### config.mk
export PLATFORM = sky130hd
export DESIGN_NAME = wci_bias_seq
export DESIGN_NICKNAME = d
export VERILOG_FILES = /design/src/rtl/wci_bias_seq_pkg.sv /design/src/rtl/wci_timeout_ctr.sv /design/src/rtl/wci_bias_seq.sv
export SDC_FILE = /design/constraint.sdc
export NUM_CORES = 1
export LEC_CHECK = 0
export CORE_ASPECT_RATIO = 1.25
export CORE_UTILIZATION = 40
export CTS_CLUSTER_DIAMETER = 50
export CTS_CLUSTER_SIZE = 28
export DETAILED_ROUTE_END_ITERATION = 12
export PLACE_DENSITY = 0.81
export SYNTH_ARGS = -nofsm -noshare
export SYNTH_HDL_FRONTEND = slang
export SYNTH_SLANG_ARGS = --single-unit
### constraint.sdc
create_clock -name wciM0_Clk -period 2 [get_ports wciM0_Clk]
set_clock_uncertainty 0.05 [all_clocks]
set_input_delay 0.4 -clock wciM0_Clk [delete_from_list [all_inputs] [get_ports wciM0_Clk]]
set_output_delay 0.4 -clock wciM0_Clk [all_outputs]
set_load 0.01 [all_outputs]
### src/rtl/wci_bias_seq_pkg.sv
// wci_bias_seq_pkg: shared WCI encodings, control op codes and sequencer states.
package wci_bias_seq_pkg;

    typedef enum logic [2:0] {
        MCMD_IDLE = 3'd0,
        MCMD_WR   = 3'd1,
        MCMD_RD   = 3'd2
    } mcmd_t;

    typedef enum logic [1:0] {
        SRESP_NULL = 2'd0,
        SRESP_DVA  = 2'd1,
        SRESP_FAIL = 2'd2,
        SRESP_ERR  = 2'd3
    } sresp_t;

    typedef enum logic [2:0] {
        OP_INIT  = 3'd0,
        OP_START = 3'd1,
        OP_STOP  = 3'd2
    } ctl_op_t;

    typedef enum logic [3:0] {
        ST_IDLE       = 4'd0,
        ST_INIT_REQ   = 4'd1,
        ST_INIT_WAIT  = 4'd2,
        ST_CFG_REQ    = 4'd3,
        ST_CFG_WAIT   = 4'd4,
        ST_START_REQ  = 4'd5,
        ST_START_WAIT = 4'd6,
        ST_RUN        = 4'd7,
        ST_STOP_REQ   = 4'd8,
        ST_STOP_WAIT  = 4'd9,
        ST_FAULT      = 4'd10
    } state_t;

    // Control ops are selected by MAddr[4:2]; all other address bits stay zero.
    function automatic logic [31:0] ctl_addr(input ctl_op_t op);
        return {27'd0, op, 2'd0};
    endfunction

endpackage

### src/rtl/wci_timeout_ctr.sv
// wci_timeout_ctr: saturating wait-cycle counter; expired once TIMEOUT-1 is reached.
module wci_timeout_ctr #(
    parameter int TIMEOUT = 1024
) (
    input  logic clk,
    input  logic rst,
    input  logic clear,
    input  logic enable,
    output logic expired
);

    localparam int W = $clog2(TIMEOUT) + 1;
    localparam logic [W-1:0] LIMIT = W'(TIMEOUT - 1);

    logic [W-1:0] r_cnt;

    always_ff @(posedge clk) begin
        if (rst || clear)
            r_cnt <= '0;
        else if (enable && !expired)
            r_cnt <= r_cnt + W'(1);
    end

    assign expired = (r_cnt >= LIMIT);

endmodule

### src/rtl/wci_bias_seq.sv
// wci_bias_seq: WCI master that brings a worker up (INIT, bias CFG write, START)
// and stops it on halt; any error or timeout parks it in FAULT until reset.
module wci_bias_seq
    import wci_bias_seq_pkg::*;
#(
    parameter int          TIMEOUT   = 1024,
    parameter logic [31:0] BIAS_ADDR = 32'h0
) (
    input  logic        wciM0_Clk,
    input  logic        wciM0_Reset,
    input  logic        go,
    input  logic        halt,
    input  logic [31:0] bias_val,
    output logic [2:0]  wciM0_MCmd,
    output logic        wciM0_MAddrSpace,
    output logic [3:0]  wciM0_MByteEn,
    output logic [31:0] wciM0_MAddr,
    output logic [31:0] wciM0_MData,
    output logic        wciM0_MReset_n,
    input  logic [1:0]  wciM0_SResp,
    input  logic [31:0] wciM0_SData,
    input  logic        wciM0_SThreadBusy,
    output logic        running,
    output logic        fault,
    output logic [31:0] rd_data,
    output logic [3:0]  state
);

    state_t      r_state;
    state_t      w_state_nxt;
    logic [31:0] r_bias;
    logic        r_mreset_n;
    logic        w_is_wait;
    logic        w_is_req;
    logic        w_fire;
    logic        w_is_cfg;
    logic        w_dva;
    logic        w_bad;
    logic        w_expired;
    ctl_op_t     w_op;

    assign w_is_wait = (r_state == ST_INIT_WAIT) || (r_state == ST_CFG_WAIT) ||
                       (r_state == ST_START_WAIT) || (r_state == ST_STOP_WAIT);
    assign w_is_req  = (r_state == ST_INIT_REQ) || (r_state == ST_CFG_REQ) ||
                       (r_state == ST_START_REQ) || (r_state == ST_STOP_REQ);
    assign w_dva     = w_is_wait && (sresp_t'(wciM0_SResp) == SRESP_DVA);
    assign w_bad     = w_is_wait && ((sresp_t'(wciM0_SResp) == SRESP_FAIL) ||
                                     (sresp_t'(wciM0_SResp) == SRESP_ERR) || w_expired);

    // Counter is held clear outside waits, so it starts at 0 on each wait entry.
    wci_timeout_ctr #(.TIMEOUT(TIMEOUT)) u_timeout (
        .clk     (wciM0_Clk),
        .rst     (wciM0_Reset),
        .clear   (!w_is_wait),
        .enable  (w_is_wait),
        .expired (w_expired)
    );

    always_ff @(posedge wciM0_Clk) begin
        if (wciM0_Reset)
            r_state <= ST_IDLE;
        else
            r_state <= w_state_nxt;
    end

    always_comb begin
        w_state_nxt = r_state;
        case (r_state)
            ST_IDLE:       w_state_nxt = go ? ST_INIT_REQ : ST_IDLE;
            ST_INIT_REQ:   w_state_nxt = wciM0_SThreadBusy ? ST_INIT_REQ : ST_INIT_WAIT;
            ST_INIT_WAIT:  w_state_nxt = w_dva ? ST_CFG_REQ : w_bad ? ST_FAULT : ST_INIT_WAIT;
            ST_CFG_REQ:    w_state_nxt = wciM0_SThreadBusy ? ST_CFG_REQ : ST_CFG_WAIT;
            ST_CFG_WAIT:   w_state_nxt = w_dva ? ST_START_REQ : w_bad ? ST_FAULT : ST_CFG_WAIT;
            ST_START_REQ:  w_state_nxt = wciM0_SThreadBusy ? ST_START_REQ : ST_START_WAIT;
            ST_START_WAIT: w_state_nxt = w_dva ? ST_RUN : w_bad ? ST_FAULT : ST_START_WAIT;
            ST_RUN:        w_state_nxt = halt ? ST_STOP_REQ : ST_RUN;
            ST_STOP_REQ:   w_state_nxt = wciM0_SThreadBusy ? ST_STOP_REQ : ST_STOP_WAIT;
            ST_STOP_WAIT:  w_state_nxt = w_dva ? ST_IDLE : w_bad ? ST_FAULT : ST_STOP_WAIT;
            default:       w_state_nxt = ST_FAULT;
        endcase
    end

    always_ff @(posedge wciM0_Clk) begin
        if (wciM0_Reset) begin
            r_bias     <= '0;
            r_mreset_n <= 1'b0;
            rd_data    <= '0;
        end else begin
            r_mreset_n <= 1'b1;
            if (r_state == ST_IDLE && go)
                r_bias <= bias_val;
            if (w_dva)
                rd_data <= wciM0_SData;
        end
    end

    // Gating with reset drops a pending request in the very cycle reset rises.
    assign w_fire   = w_is_req && !wciM0_SThreadBusy && !wciM0_Reset;
    assign w_is_cfg = (r_state == ST_CFG_REQ);
    assign w_op     = (r_state == ST_INIT_REQ)  ? OP_INIT  :
                      (r_state == ST_START_REQ) ? OP_START : OP_STOP;

    always_comb begin
        wciM0_MCmd       = !w_fire ? MCMD_IDLE : w_is_cfg ? MCMD_WR : MCMD_RD;
        wciM0_MAddrSpace = w_fire && w_is_cfg;
        wciM0_MByteEn    = w_fire ? 4'hF : 4'h0;
        wciM0_MAddr      = !w_fire ? 32'd0 : w_is_cfg ? BIAS_ADDR : ctl_addr(w_op);
        wciM0_MData      = (w_fire && w_is_cfg) ? r_bias : 32'd0;
        wciM0_MReset_n   = r_mreset_n && !wciM0_Reset && (r_state != ST_FAULT);
        running          = (r_state == ST_RUN) || (r_state == ST_STOP_REQ) ||
                           (r_state == ST_STOP_WAIT);
        fault            = (r_state == ST_FAULT);
        state            = r_state;
    end

endmodule

==> results of run 1 <==
[metrics by stage]
step           instances  total power (uW)  hold WS (ns)
2_1_floorplan        502              2090         0.382
4_1_cts              768              3610         0.343
6_report             775              3620         0.389
3_5_place_dp         737              2390         0.392
3_3_place_gp         737              2380         0.388
5_1_grt              775              3800         0.382
[final timing paths]
check	startpoint	to	slack (ns)	cells after the start
setup / recovery	state[3]$_SDFF_PP0_	wciM0_MData[14]	-0.15	7
hold / removal	wciM0_Reset	rd_data[22]$_SDFFE_PP0P_	0.39	3
setup reg to reg	state[2]$_SDFF_PP0_	u_timeout.r_cnt[9]$_SDFFE_PP0P_	-0.01	9
hold reg to reg	r_bias[23]$_SDFFE_PP0P_	r_bias[23]$_SDFFE_PP0P_	0.41	2
[area by class of cell]
type / count / area, sq um
Clock buffer: 10 / 128
Inverter: 7 / 26.3
Fill cell: 737 / 2950
Clock inverter: 6 / 68.8
Multi-Input combinational cell: 349 / 1870
Timing Repair Buffer: 203 / 1940
Sequential cell: 80 / 1610
Tap cell: 120 / 150
[routing by layer]
metal | GRT usage | share of wire
met5 | 0 | 0
met4 | 0.0937 | 0.021
met3 | 0.0573 | 0.064
met2 | 0.380 | 0.54
met1 | 0.228 | 0.38
[power by group]
group	internal, uW	switching, uW	leakage, uW
Combinational	389	346	0.00159
Clock	584	585	0.0000968
Sequential	1670	46.5	0.000653
[cell families (layout without fill, tap and decap cells)]
family,Yosys count,in the layout,share of synthesized area
flip-flops,80,80,0.441
buffers and inverters,73,226,0.117
XOR/XNOR,3,3,0.00724
multiplexers,2,2,0.00586
other,1,31,0.00103
AO/OA/AOI/OAI,95,95,0.146
adder cells (fa/ha/maj),1,1,0.00344
AND/OR/NAND/NOR,217,217,0.278
[sequential cells by signal, indices dropped and copies added (netlist names)]
| signal | count |
|---|---|
| state | 4 |
| u_timeout.r_cnt | 11 |
| r_bias | 32 |
| rd_data | 32 |
| r_mreset_n | 1 |
[Yosys cell counts, types with 2 or more instances]
library cell	instances
sky130_fd_sc_hd__nand2b_1	3
sky130_fd_sc_hd__xnor2_1	2
sky130_fd_sc_hd__nor3_1	3
sky130_fd_sc_hd__a31oi_1	7
sky130_fd_sc_hd__clkbuf_1	22
sky130_fd_sc_hd__buf_4	39
sky130_fd_sc_hd__dfxtp_1	80
sky130_fd_sc_hd__and3_1	3
sky130_fd_sc_hd__nand2_1	135
sky130_fd_sc_hd__nor2b_1	4
sky130_fd_sc_hd__and4_1	2
sky130_fd_sc_hd__nor3b_1	2
sky130_fd_sc_hd__inv_1	6
sky130_fd_sc_hd__nor2_1	14
sky130_fd_sc_hd__nand3_1	6
sky130_fd_sc_hd__o21ai_0	2
sky130_fd_sc_hd__buf_2	5
sky130_fd_sc_hd__nor4b_1	2
sky130_fd_sc_hd__and2_1	32
sky130_fd_sc_hd__a21oi_1	73
sky130_fd_sc_hd__o21ai_1	3
[repair_timing]
| action | in CTS | in global routing |
|---|---|---|
| resized for setup | 220 | 34 |
| endpoints found under the setup margin | 46 | 56 |
| pin swaps | 13 | 9 |
| buffers inserted | 13 | 9 |
| endpoints found under the hold margin | 0 | 0 |
| cloned | 2 | 1 |
[worst max-delay path: stages, from the launching register on]
cell                       delay (ns)
sky130_fd_sc_hd__dfxtp_2         0.34
sky130_fd_sc_hd__nand2b_4        0.17
sky130_fd_sc_hd__nor4b_4         0.20
sky130_fd_sc_hd__buf_4           0.16
sky130_fd_sc_hd__buf_6           0.12
sky130_fd_sc_hd__buf_12          0.12
sky130_fd_sc_hd__and2_1          0.13
sky130_fd_sc_hd__buf_2           0.12
==> results.txt, run 1 <==
----------------------------------------------------
[Run status]
  Outcome ... finished, violations left
  Failing checks ... negative setup slack

[Clock network]
  Root Buffer Master ... sky130_fd_sc_hd__clkbuf_8
  Clock Tree Buf Depth ... 2
  H-tree depth ... 3
  Number of clock buffers inserted by TritonCTS ... 9
  Num Clock Sinks ... 80
  Hold-fix buffer count after cts ... 0
  Clock-pin slew on the worst setup and hold paths ... around 0.08 ns
  Clock latency on the worst-skew pair ... about 0.34 ns
  CTS tree ... built

[Routing]
  Post-route DRC ... 0
  Detail-routed net length per standard cell ... around 14 um
  Number of nets with antenna violations after routing ... 0
  Ratio of routed vias to standard cells ... approximately 4.7
  Initial drt markers ... 142
  Post-detailed-routing wire length ... about 10000 um
  First-pass iteration count of the detailed router ... 4
  Via count ... 3668

[Synth]
  Yosys warning total ... 0
  Share of the yosys chip area belonging to registers ... 0.441
  Synthesized area divided by synthesized cell count ... roughly 7.7 sq um
  Number of standard cells after synthesis ... about 470
  Cell type contributing the most total cell area after synthesis ... sky130_fd_sc_hd__dfxtp_1
  Dominant synthesized flop cell ... sky130_fd_sc_hd__dfxtp_1
  Synth area leaders ... sky130_fd_sc_hd__dfxtp_1, sky130_fd_sc_hd__nand2_1, sky130_fd_sc_hd__a21oi_1
  Share of the synthesized area in the top cell type ... 0.441
  Post-synthesis instance area ... approximately 3600 sq um
  Number of synthesized flops with an enable pin ... 0
  Async set-or-reset flop fraction in the synthesized netlist ... 0
  Register bit count reported by yosys ... 80
  Count of different cell masters after synthesis ... between 40 and 50

[Placement]
  Global placement routability congestion ... a little over 0.8
  Worst setup slack before clock tree synthesis ... -0.584 ns
  Placed instance area ... between 5000 and 6000 sq um
  DP Wirelength ... 7010 um
  Number of buffers inserted by port buffering ... 150

[Timing]
  RSZ-0062 raised after global routing ... true
  Final Hold Viols ... 0
  Total negative slack for setup checks ... -4.05 ns
  Total count of max-transition violations in the final report ... 0
  Maximum clock frequency ... ~470 MHz
  Final critical-path setup slack ... -0.147 ns
  Final min period ... about 2.1 ns
  Final worst-path cycle share ... 1.07
  Count of final setup violators ... 43

[Power and ir drop]
  Static leakage ... 0.00234 uW
  Total power per unit cell area ... about 630 nW/um^2
  Peak VDD IR ... between 0.0003 and 0.0004 V

[Layout]
  Final Util ... 0.663
  Fin area ... 5800 sq um
  Final-stage net count ... between 700 and 800
  Most common library cell in the layout ignoring fill and taps ... sky130_fd_sc_hd__nand2_1
  Inserted Diodes ... 0
  Commonest non-fill, non-tap cells in the layout ... sky130_fd_sc_hd__nand2_1, sky130_fd_sc_hd__clkdlybuf4s50_1, sky130_fd_sc_hd__dfxtp_1
  Fraction of layout cells with a size suffix above 1 ... 0.237
  Area added between synthesis and finish ... 59.6%

[Floorplanning]
  Core area ... 8750 sq um
  I/O pin count ... about 180
  Height of the die ... ~110 um
  Die area ... roughly 9500 sq um
  Die Span X ... approximately 87 um
  Core Rows ... 38
  Starting Density ... 0.415

[Worst setup path]
  Launching element type of the critical path ... flip-flop
  Crit Path Category ... reg2out
  CP required ... about 1.6 ns
  Worst-path fanout max ... 9
  Crit path arrival time ... roughly 1.7 ns
  Nature of the critical path endpoint ... output pin

[Run]
  Number of violations of the max-capacitance limit ... 0

[Global routing]
  Vias in the first global route ... approximately 3400
  Number of antenna violations at the first check in global routing ... 0
  Largest net degree at the start of global routing ... 49
  Sum of overflow across all layers after global routing ... 0
  Global-route wire length before repair ... around 16000 um
  Aggregate global-route resource usage ... 0.211

[Hold path]
  Worst min-delay path class ... in2reg

----------------------------------------------------
Power figures use the tool's default switching activity.
==> run 2: changes to the inputs <==
--- a/config.mk
+++ b/config.mk
@@ -6,11 +6,13 @@
 export NUM_CORES = 1
 export LEC_CHECK = 0
 export CORE_ASPECT_RATIO = 1.25
-export CORE_UTILIZATION = 40
+export CORE_UTILIZATION = 42
+export CTS_BUF_LIST = sky130_fd_sc_hd__clkbuf_8
 export CTS_CLUSTER_DIAMETER = 50
 export CTS_CLUSTER_SIZE = 28
 export DETAILED_ROUTE_END_ITERATION = 12
-export PLACE_DENSITY = 0.81
+export PLACE_DENSITY = 0.83
 export SYNTH_ARGS = -nofsm -noshare
 export SYNTH_HDL_FRONTEND = slang
+export SYNTH_HIERARCHICAL = 1
 export SYNTH_SLANG_ARGS = --single-unit
==> results.txt, run 2 <==
----------------------------------------------------
[Run status]
  Outcome ... finished, violations left
  Failing checks ... negative setup slack

[Worst setup path]
  Worst path max stage delay ... 0.35 ns (about the same)
  Sequence of cells on the critical path ... nand3b_1, nor4_4, buf_4, buf_12, buf_12, and2_1, buf_2
  CP required ... 1.55 ns (about the same)
  Nature of the critical path endpoint ... output pin
  Most common cell type on the critical path ... sky130_fd_sc_hd__buf_12
  Launching element type of the critical path ... flip-flop
  Cell class contributing the biggest share of worst-path delay ... buffers and inverters
  Crit path arrival time ... 1.76 ns (+0.06 ns)
  Cell with the largest stage delay on the worst path ... sky130_fd_sc_hd__dfxtp_4
  Number of buffers and inverters on the critical path ... 4 (unchanged)
  Crit Path Category ... reg2out
  Worst-path fanout max ... 9 (unchanged)

[Layout]
  Final-stage net count ... 727 (+0.69%)
  Most common library cell in the layout ignoring fill and taps ... sky130_fd_sc_hd__clkdlybuf4s50_1
  Final Util ... 0.668 (+0.00495)
  Fin area ... 5870 sq um (+1.3%)
  Inserted Diodes ... 0 (unchanged)
  Area added between synthesis and finish ... 53.0%
  Fraction of layout cells with a size suffix above 1 ... 0.233 (-0.00331)
  Commonest non-fill, non-tap cells in the layout ... sky130_fd_sc_hd__clkdlybuf4s50_1, sky130_fd_sc_hd__dfxtp_1, sky130_fd_sc_hd__a21oi_1
  Registers with the highest flip-flop counts ... r_bias: 32 flops, rd_data: 32 flops, u_timeout/r_cnt: 11 flops

[Routing]
  Via count ... 3941 (+7.4%)
  Post-route DRC ... 0 (unchanged)
  Detail-routed net length per standard cell ... 14.0 um (+3.5%)
  Number of nets with antenna violations after routing ... 0 (unchanged)
  Initial drt markers ... 164 (+15%)
  Ratio of routed vias to standard cells ... 5.05 (+6.8%)
  Post-detailed-routing wire length ... 10900 um (+4.2%)
  First-pass iteration count of the detailed router ... 4 (unchanged)

[Placement]
  Worst setup slack before clock tree synthesis ... -0.538 ns (+0.0455 ns)
  Number of buffers inserted by port buffering ... 150 (unchanged)
  Placed instance area ... 5470 sq um (+3.2%)
  Global placement routability congestion ... 0.869 (+4.4%)
  DP Wirelength ... 7320 um (+4.4%)

[Clock network]
  Hold-fix buffer count after cts ... 0 (unchanged)
  CTS tree ... built
  Num Clock Sinks ... 80 (unchanged)
  Number of clock buffers inserted by TritonCTS ... 9 (unchanged)
  Clock latency on the worst-skew pair ... 0.35 ns (about the same)
  Clock Tree Buf Depth ... 2 (unchanged)
  Clock-pin slew on the worst setup and hold paths ... 0.07 ns (about the same)
  H-tree depth ... 3 (unchanged)
  Root Buffer Master ... sky130_fd_sc_hd__clkbuf_8

[Timing]
  Count of final setup violators ... 40 (-7.0%)
  Total count of max-transition violations in the final report ... 0 (unchanged)
  Final min period ... 2.21 ns (+0.0645 ns)
  RSZ-0062 raised after global routing ... true
  Worst Hold Margin ... 0.385 ns (-0.00373 ns)
  Maximum clock frequency ... 452 MHz (-2.9%)
  Final worst-path cycle share ... 1.11 (+0.0323)
  Final critical-path setup slack ... -0.212 ns (-0.0645 ns)
  Final Hold Viols ... 0 (unchanged)

[Synth]
  Number of synthesized flops with an enable pin ... 0 (unchanged)
  Count of different cell masters after synthesis ... 53 (+10%)
  Register bit count reported by yosys ... 80 (unchanged)
  Number of standard cells after synthesis ... 489 (+3.6%)
  Cell with the most instances after synthesis ... sky130_fd_sc_hd__dfxtp_1
  Synth area leaders ... sky130_fd_sc_hd__dfxtp_1, sky130_fd_sc_hd__a21oi_1, sky130_fd_sc_hd__buf_4
  Dominant synthesized flop cell ... sky130_fd_sc_hd__dfxtp_1
  Yosys warning total ... 6 (+6)
  Synthesized area divided by synthesized cell count ... 7.85 sq um (+2.0%)
  Async set-or-reset flop fraction in the synthesized netlist ... 0 (unchanged)
  Top post-synthesis cells by count ... sky130_fd_sc_hd__dfxtp_1, sky130_fd_sc_hd__a21oi_1, sky130_fd_sc_hd__nand2_1
  Cell type contributing the most total cell area after synthesis ... sky130_fd_sc_hd__dfxtp_1
  Share of the synthesized area in the top cell type ... 0.417 (-0.0236)
  Share of the yosys chip area belonging to registers ... 0.417 (-0.0236)
  Post-synthesis instance area ... 3840 sq um (+5.6%)

[Global routing]
  Global routing usage on met1 ... 0.245 (+0.0171)
  Number of antenna violations at the first check in global routing ... 0 (unchanged)
  Aggregate global-route resource usage ... 0.225 (+0.0147)
  Routing usage on met3 ... 0.0568 (-0.000477)
  Vias in the first global route ... 3685 (+7.4%)
  Sum of overflow across all layers after global routing ... 0 (unchanged)
  Global-route wire length before repair ... 16900 um (+8.7%)
  Busiest layer in global routing ... met2
  Largest net degree at the start of global routing ... 41 (-16%)
  Met2 capacity usage during global routing ... 0.413 (+0.0327)

[Power and ir drop]
  Power dissipated by switching net loads ... 1740 uW (+78%)
  Share of total power consumed by net switching ... 0.343 (+0.0738)
  Peak VDD IR ... 0.000386 V (-2.8%)
  Static leakage ... 0.00232 uW (-0.98%)
  Internal power consumption ... 3330 uW (+26%)
  Clock share of power ... 0.228 (-0.095)
  Total power per unit cell area ... 863 nW/um^2 (+38%)
  Combinational group share of total power ... 0.382 (+0.179)
  Register share of total power ... 0.390 (-0.085)

[Floorplanning]
  Core area ... 8800 sq um (+0.54%)
  Height of the die ... 109 um (+0.30%)
  I/O pin count ... 182 (unchanged)
  Starting Density ... 0.436 (+0.0211)
  Die Span X ... 87.5 um (+0.30%)
  Core Rows ... 38 (unchanged)
  Die area ... 9530 sq um (+0.61%)

[Hold path]
  Worst min-delay path class ... in2reg

[Run]
  Number of violations of the max-capacitance limit ... 0 (unchanged)

----------------------------------------------------
run 2: cell count changes after synthesis, moves of 3 or more:
cell / delta
sky130_fd_sc_hd__nor3_1: +5
sky130_fd_sc_hd__buf_2: +5
sky130_fd_sc_hd__buf_4: -3
sky130_fd_sc_hd__o21ai_0: +36
sky130_fd_sc_hd__clkbuf_1: +3
sky130_fd_sc_hd__buf_1: +3
sky130_fd_sc_hd__a31oi_1: -5
sky130_fd_sc_hd__nand3_1: +31
sky130_fd_sc_hd__nand2_1: -63
sky130_fd_sc_hd__nor2_1: -4
run 2: final timing paths:
path,start,endpoint,slack (ns),cells past startpoint
worst max-delay path,state[3]$_SDFF_PP0_,wciM0_MData[12],-0.21,7
worst min register to register,r_bias[20]$_SDFFE_PP0P_,r_bias[20]$_SDFFE_PP0P_,0.40,2
worst max register to register,state[1]$_SDFF_PP0_,u_timeout/r_cnt[5]$_SDFFE_PP0P_,-0.01,8
worst min-delay path,wciM0_Reset,r_mreset_n$_DFF_P_,0.39,3
run 2: final cells by class:
class                           count  area [sq um]
Multi-Input combinational cell    358          2010
Fill cell                         709          2920
Inverter                            7          26.3
Sequential cell                    80          1620
Timing Repair Buffer              199          1880
Clock inverter                      7          70.1
Tap cell                          120           150
Clock buffer                        9           124
run 2: per-layer routing:
layer,up-vias,part of all wire,wire length (um)
li1,1936,-,-
met1,1839,0.38,4180
met2,150,0.54,5840
met3,16,0.061,668
met4,0,0.020,223
met5,-,0,0
run 2: cells by family after synthesis:
logic type / after synthesis / share of synthesized area
and+or+nand+nor: 189 / 0.254
AOI/OAI and AO/OA: 133 / 0.193
buffers and inverters: 81 / 0.118
DFF: 80 / 0.417
xor gates and xnor gates: 2 / 0.00457
muxes: 2 / 0.00848
adders and majority gates: 1 / 0.00326
other: 1 / 0.000977
run 2: worst register-to-register path: stages, from the launching register on:
cell,delay [ns]
sky130_fd_sc_hd__dfxtp_2,0.33
sky130_fd_sc_hd__buf_6,0.13
sky130_fd_sc_hd__or2_1,0.26
sky130_fd_sc_hd__mux2i_4,0.21
sky130_fd_sc_hd__inv_2,0.08
sky130_fd_sc_hd__nor2b_4,0.17
sky130_fd_sc_hd__nand4_4,0.10
sky130_fd_sc_hd__or4_1,0.49
sky130_fd_sc_hd__a21oi_1,0.13
run 2: stage by stage:
step	instances	total power, uW	setup TNS (ns)
6_report	780	5070	-5.83
5_1_grt	780	5380	-9.87
4_1_cts	779	5000	-7.52
3_5_place_dp	748	3760	-20.08
3_3_place_gp	748	3680	-18.77
2_1_floorplan	519	3050	-0.200
run 2: timing repair:
action | CTS | global route
hold endpoints to repair | 0 | 0
cloned | 4 | 0
endpoints found under the setup margin | 45 | 51
pin swaps | 16 | 3
setup buffers | 11 | 4
resized for setup | 191 | 51
run 2: power groups by stage:
| stage | sequential, uW | combinational [uW] | clock [uW] |
|---|---|---|---|
| after floorplan | 2000 | 1050 | 0 |
| after global placement | 1980 | 1700 | 0 |
| after detailed placement | 1990 | 1770 | 0 |
| after CTS | 1960 | 1840 | 1190 |
| after global routing | 2000 | 2120 | 1270 |
| final | 1980 | 1930 | 1160 |
==> run 3: changes to the inputs <==
==> constraint.sdc (replaced) <==
create_clock -name wciM0_Clk -period 2.1 [get_ports wciM0_Clk]
set_clock_uncertainty 0.05 [all_clocks]
set_input_delay 0.42 -clock wciM0_Clk [delete_from_list [all_inputs] [get_ports wciM0_Clk]]
set_output_delay 0.42 -clock wciM0_Clk [all_outputs]
set_load 0.01 [all_outputs]
==> results.txt, run 3 (synthesis results as in run 2) <==
----------------------------------------------------
[Clock network]
  H-tree depth ... 3 (unchanged)
  Num Clock Sinks ... 80 (unchanged)
  Clock latency on the worst-skew pair ... 0.35 ns (about the same)
  Number of clock buffers inserted by TritonCTS ... 9 (unchanged)
  Clock Tree Buf Depth ... 2 (unchanged)
  CTS tree ... built
  Root Buffer Master ... sky130_fd_sc_hd__clkbuf_8
  Clock-pin slew on the worst setup and hold paths ... 0.08 ns (about the same)

[Floorplanning]
  Starting Density ... 0.436 (unchanged)
  Core area ... 8800 sq um (unchanged)
  Height of the die ... 109 um (unchanged)
  Core Rows ... 38 (unchanged)
  Die area ... 9530 sq um (unchanged)
  I/O pin count ... 182 (unchanged)
  Die Span X ... 87.5 um (unchanged)

[Routing]
  Ratio of routed vias to standard cells ... 5.14 (+1.7%)
  Post-detailed-routing wire length ... 11500 um (+5.3%)
  Number of nets with antenna violations after routing ... 0 (unchanged)
  Detail-routed net length per standard cell ... 14.8 um (+6.1%)
  Via count ... 3976 (+0.89%)
  First-pass iteration count of the detailed router ... 4 (unchanged)
  Post-route DRC ... 0 (unchanged)
  Initial drt markers ... 200 (+22%)

[Layout]
  Final-stage net count ... 721 (-0.83%)
  Register area ... 1610 sq um (-0.39%)
  Commonest non-fill, non-tap cells in the layout ... sky130_fd_sc_hd__clkdlybuf4s50_1, sky130_fd_sc_hd__dfxtp_1, sky130_fd_sc_hd__a21oi_1
  Multi-input combinational cell area ... 2020 sq um (+0.75%)
  Post-route insts no fill ... 774 (-0.77%)
  Fillcell total ... 728 (+2.7%)
  Registers with the highest flip-flop counts ... r_bias: 32 flops, rd_data: 32 flops, u_timeout/r_cnt: 11 flops
  Area added between synthesis and finish ... 54.7%
  Fraction of layout cells with a size suffix above 1 ... 0.229 (-0.00398)
  Inserted Diodes ... 0 (unchanged)
  Most common library cell in the layout ignoring fill and taps ... sky130_fd_sc_hd__clkdlybuf4s50_1

[Power and ir drop]
  Total power per unit cell area ... 800 nW/um^2 (-7.3%)
  Peak VDD IR ... 0.000420 V (+8.6%)
  Static leakage ... 0.00233 uW (+0.71%)

[Timing]
  Final min period ... roughly 2.3 ns
  RSZ-0062 raised after global routing ... true
  Worst Hold Margin ... 0.406 ns (+0.0206 ns)
  Count of final setup violators ... 39 (-2.5%)
  Final worst-path cycle share ... 1.10
  Total count of max-transition violations in the final report ... 0 (unchanged)
  Maximum clock frequency ... around 430 MHz
  Final Hold Viols ... 0 (unchanged)
  Final critical-path setup slack ... -0.208 ns (+0.00363 ns)

[Worst setup path]
  Sequence of cells on the critical path ... nand3b_1, nor4_4, buf_4, buf_6, buf_8, clkbuf_16, and2_1, buf_2
  Worst-path fanout max ... 4 (-5)
  Number of buffers and inverters on the critical path ... 5 (+1)
  Nature of the critical path endpoint ... output pin
  CP required ... 1.63 ns (+0.08 ns)
  Worst path max stage delay ... 0.33 ns (-0.02 ns)
  Cell class contributing the biggest share of worst-path delay ... buffers and inverters
  Cell with the largest stage delay on the worst path ... sky130_fd_sc_hd__dfxtp_2
  Launching element type of the critical path ... flip-flop
  Crit Path Category ... reg2out
  Crit path arrival time ... 1.84 ns (+0.08 ns)

[Global routing]
  Largest net degree at the start of global routing ... 36 (-12%)
  Global-route wire length before repair ... 17300 um (+2.9%)
  Vias in the first global route ... 3699 (+0.38%)
  Number of antenna violations at the first check in global routing ... 0 (unchanged)
  Sum of overflow across all layers after global routing ... 0 (unchanged)
  Aggregate global-route resource usage ... 0.232 (+0.00639)

[Placement]
  Number of buffers inserted by port buffering ... 150 (unchanged)
  Global placement routability congestion ... 0.850 (-2.2%)
  Cells after DPL ... 741 (-0.94%)
  DP Wirelength ... 7310 um (about the same)

[Hold path]
  Worst min-delay path class ... reg2reg

[Run status]
  Outcome ... finished, violations left
  Failing checks ... negative setup slack

[Run]
  Number of violations of the max-capacitance limit ... 0 (unchanged)

----------------------------------------------------
run 3: cell types whose count changed in the layout (fill, tap and decap cells not counted), moves of 3 or more:
cell and change:
sky130_fd_sc_hd__buf_4 -5, sky130_fd_sc_hd__buf_2 -16, sky130_fd_sc_hd__and2_1 -12, sky130_fd_sc_hd__dlygate4sd2_1 +3, sky130_fd_sc_hd__and2_4 +12, sky130_fd_sc_hd__buf_6 +7
run 3: final cells by class:
class / instances / area share
clock buffers: 11 / 0.0255
clock inverters: 5 / 0.00632
inverters: 7 / 0.00443
flip-flops and latches: 80 / 0.271
multi-input cells: 358 / 0.341
well taps: 120 / 0.0253
repair buffers: 193 / 0.326
run 3: path summary, 6_finish.rpt:
| kind | from | to | slack, ns | cells past startpoint |
|---|---|---|---|---|
| worst max-delay path | state[3]$_SDFF_PP0_ | wciM0_MData[23] | -0.21 | 8 |
| worst min-delay path | r_bias[3]$_SDFFE_PP0P_ | r_bias[3]$_SDFFE_PP0P_ | 0.41 | 2 |
| worst max register to register | state[1]$_SDFF_PP0_ | u_timeout/r_cnt[5]$_SDFFE_PP0P_ | -0.08 | 9 |
| worst min register to register | r_bias[3]$_SDFFE_PP0P_ | r_bias[3]$_SDFFE_PP0P_ | 0.41 | 2 |
run 3: worst min-delay path, delay by kind of cell, from the launching register on:
family	cells	cell delay, ns
flip-flops	1	0.31
AO/OA/AOI/OAI	1	0.05
AND/OR/NAND/NOR	1	0.05
run 3: layer usage:
layer	global-route usage	wire [um]	vias up
met5	0	0	-
met3	0.0431	644	21
met1	0.258	4290	1879
li1	-	-	1926
met4	0.0925	243	0
met2	0.429	6320	150
run 3: stage by stage:
step	cell area [sq um]	setup TNS [ns]	setup slack, ns	total power [uW]	util
after global routing	5940	-8.22	-0.274	5040	0.675
after CTS	5730	-4.60	-0.168	4680	0.651
after global placement	5440	-16.27	-0.431	3500	0.619
final	5940	-4.97	-0.208	4750	0.675
after detailed placement	5440	-17.91	-0.483	3550	0.619
after floorplan	3960	-0.0598	-0.0598	2900	-
run 3: repair_timing:
item | CTS | global route
setup buffers | 13 | 5
hold buffers | 0 | 0
cloned | 4 | 1
setup endpoints to repair | 45 | 49
pin swaps | 19 | 12
resized for setup | 172 | 76
run 3: power by group:
part | internal, uW | leakage [uW] | total [uW] | switching, uW
clock | 500 | 0.0000924 | 1070 | 567
sequential | 1750 | 0.000653 | 1870 | 128
combinational | 843 | 0.00159 | 1810 | 964
total | 3090 | 0.00233 | 4750 | 1660
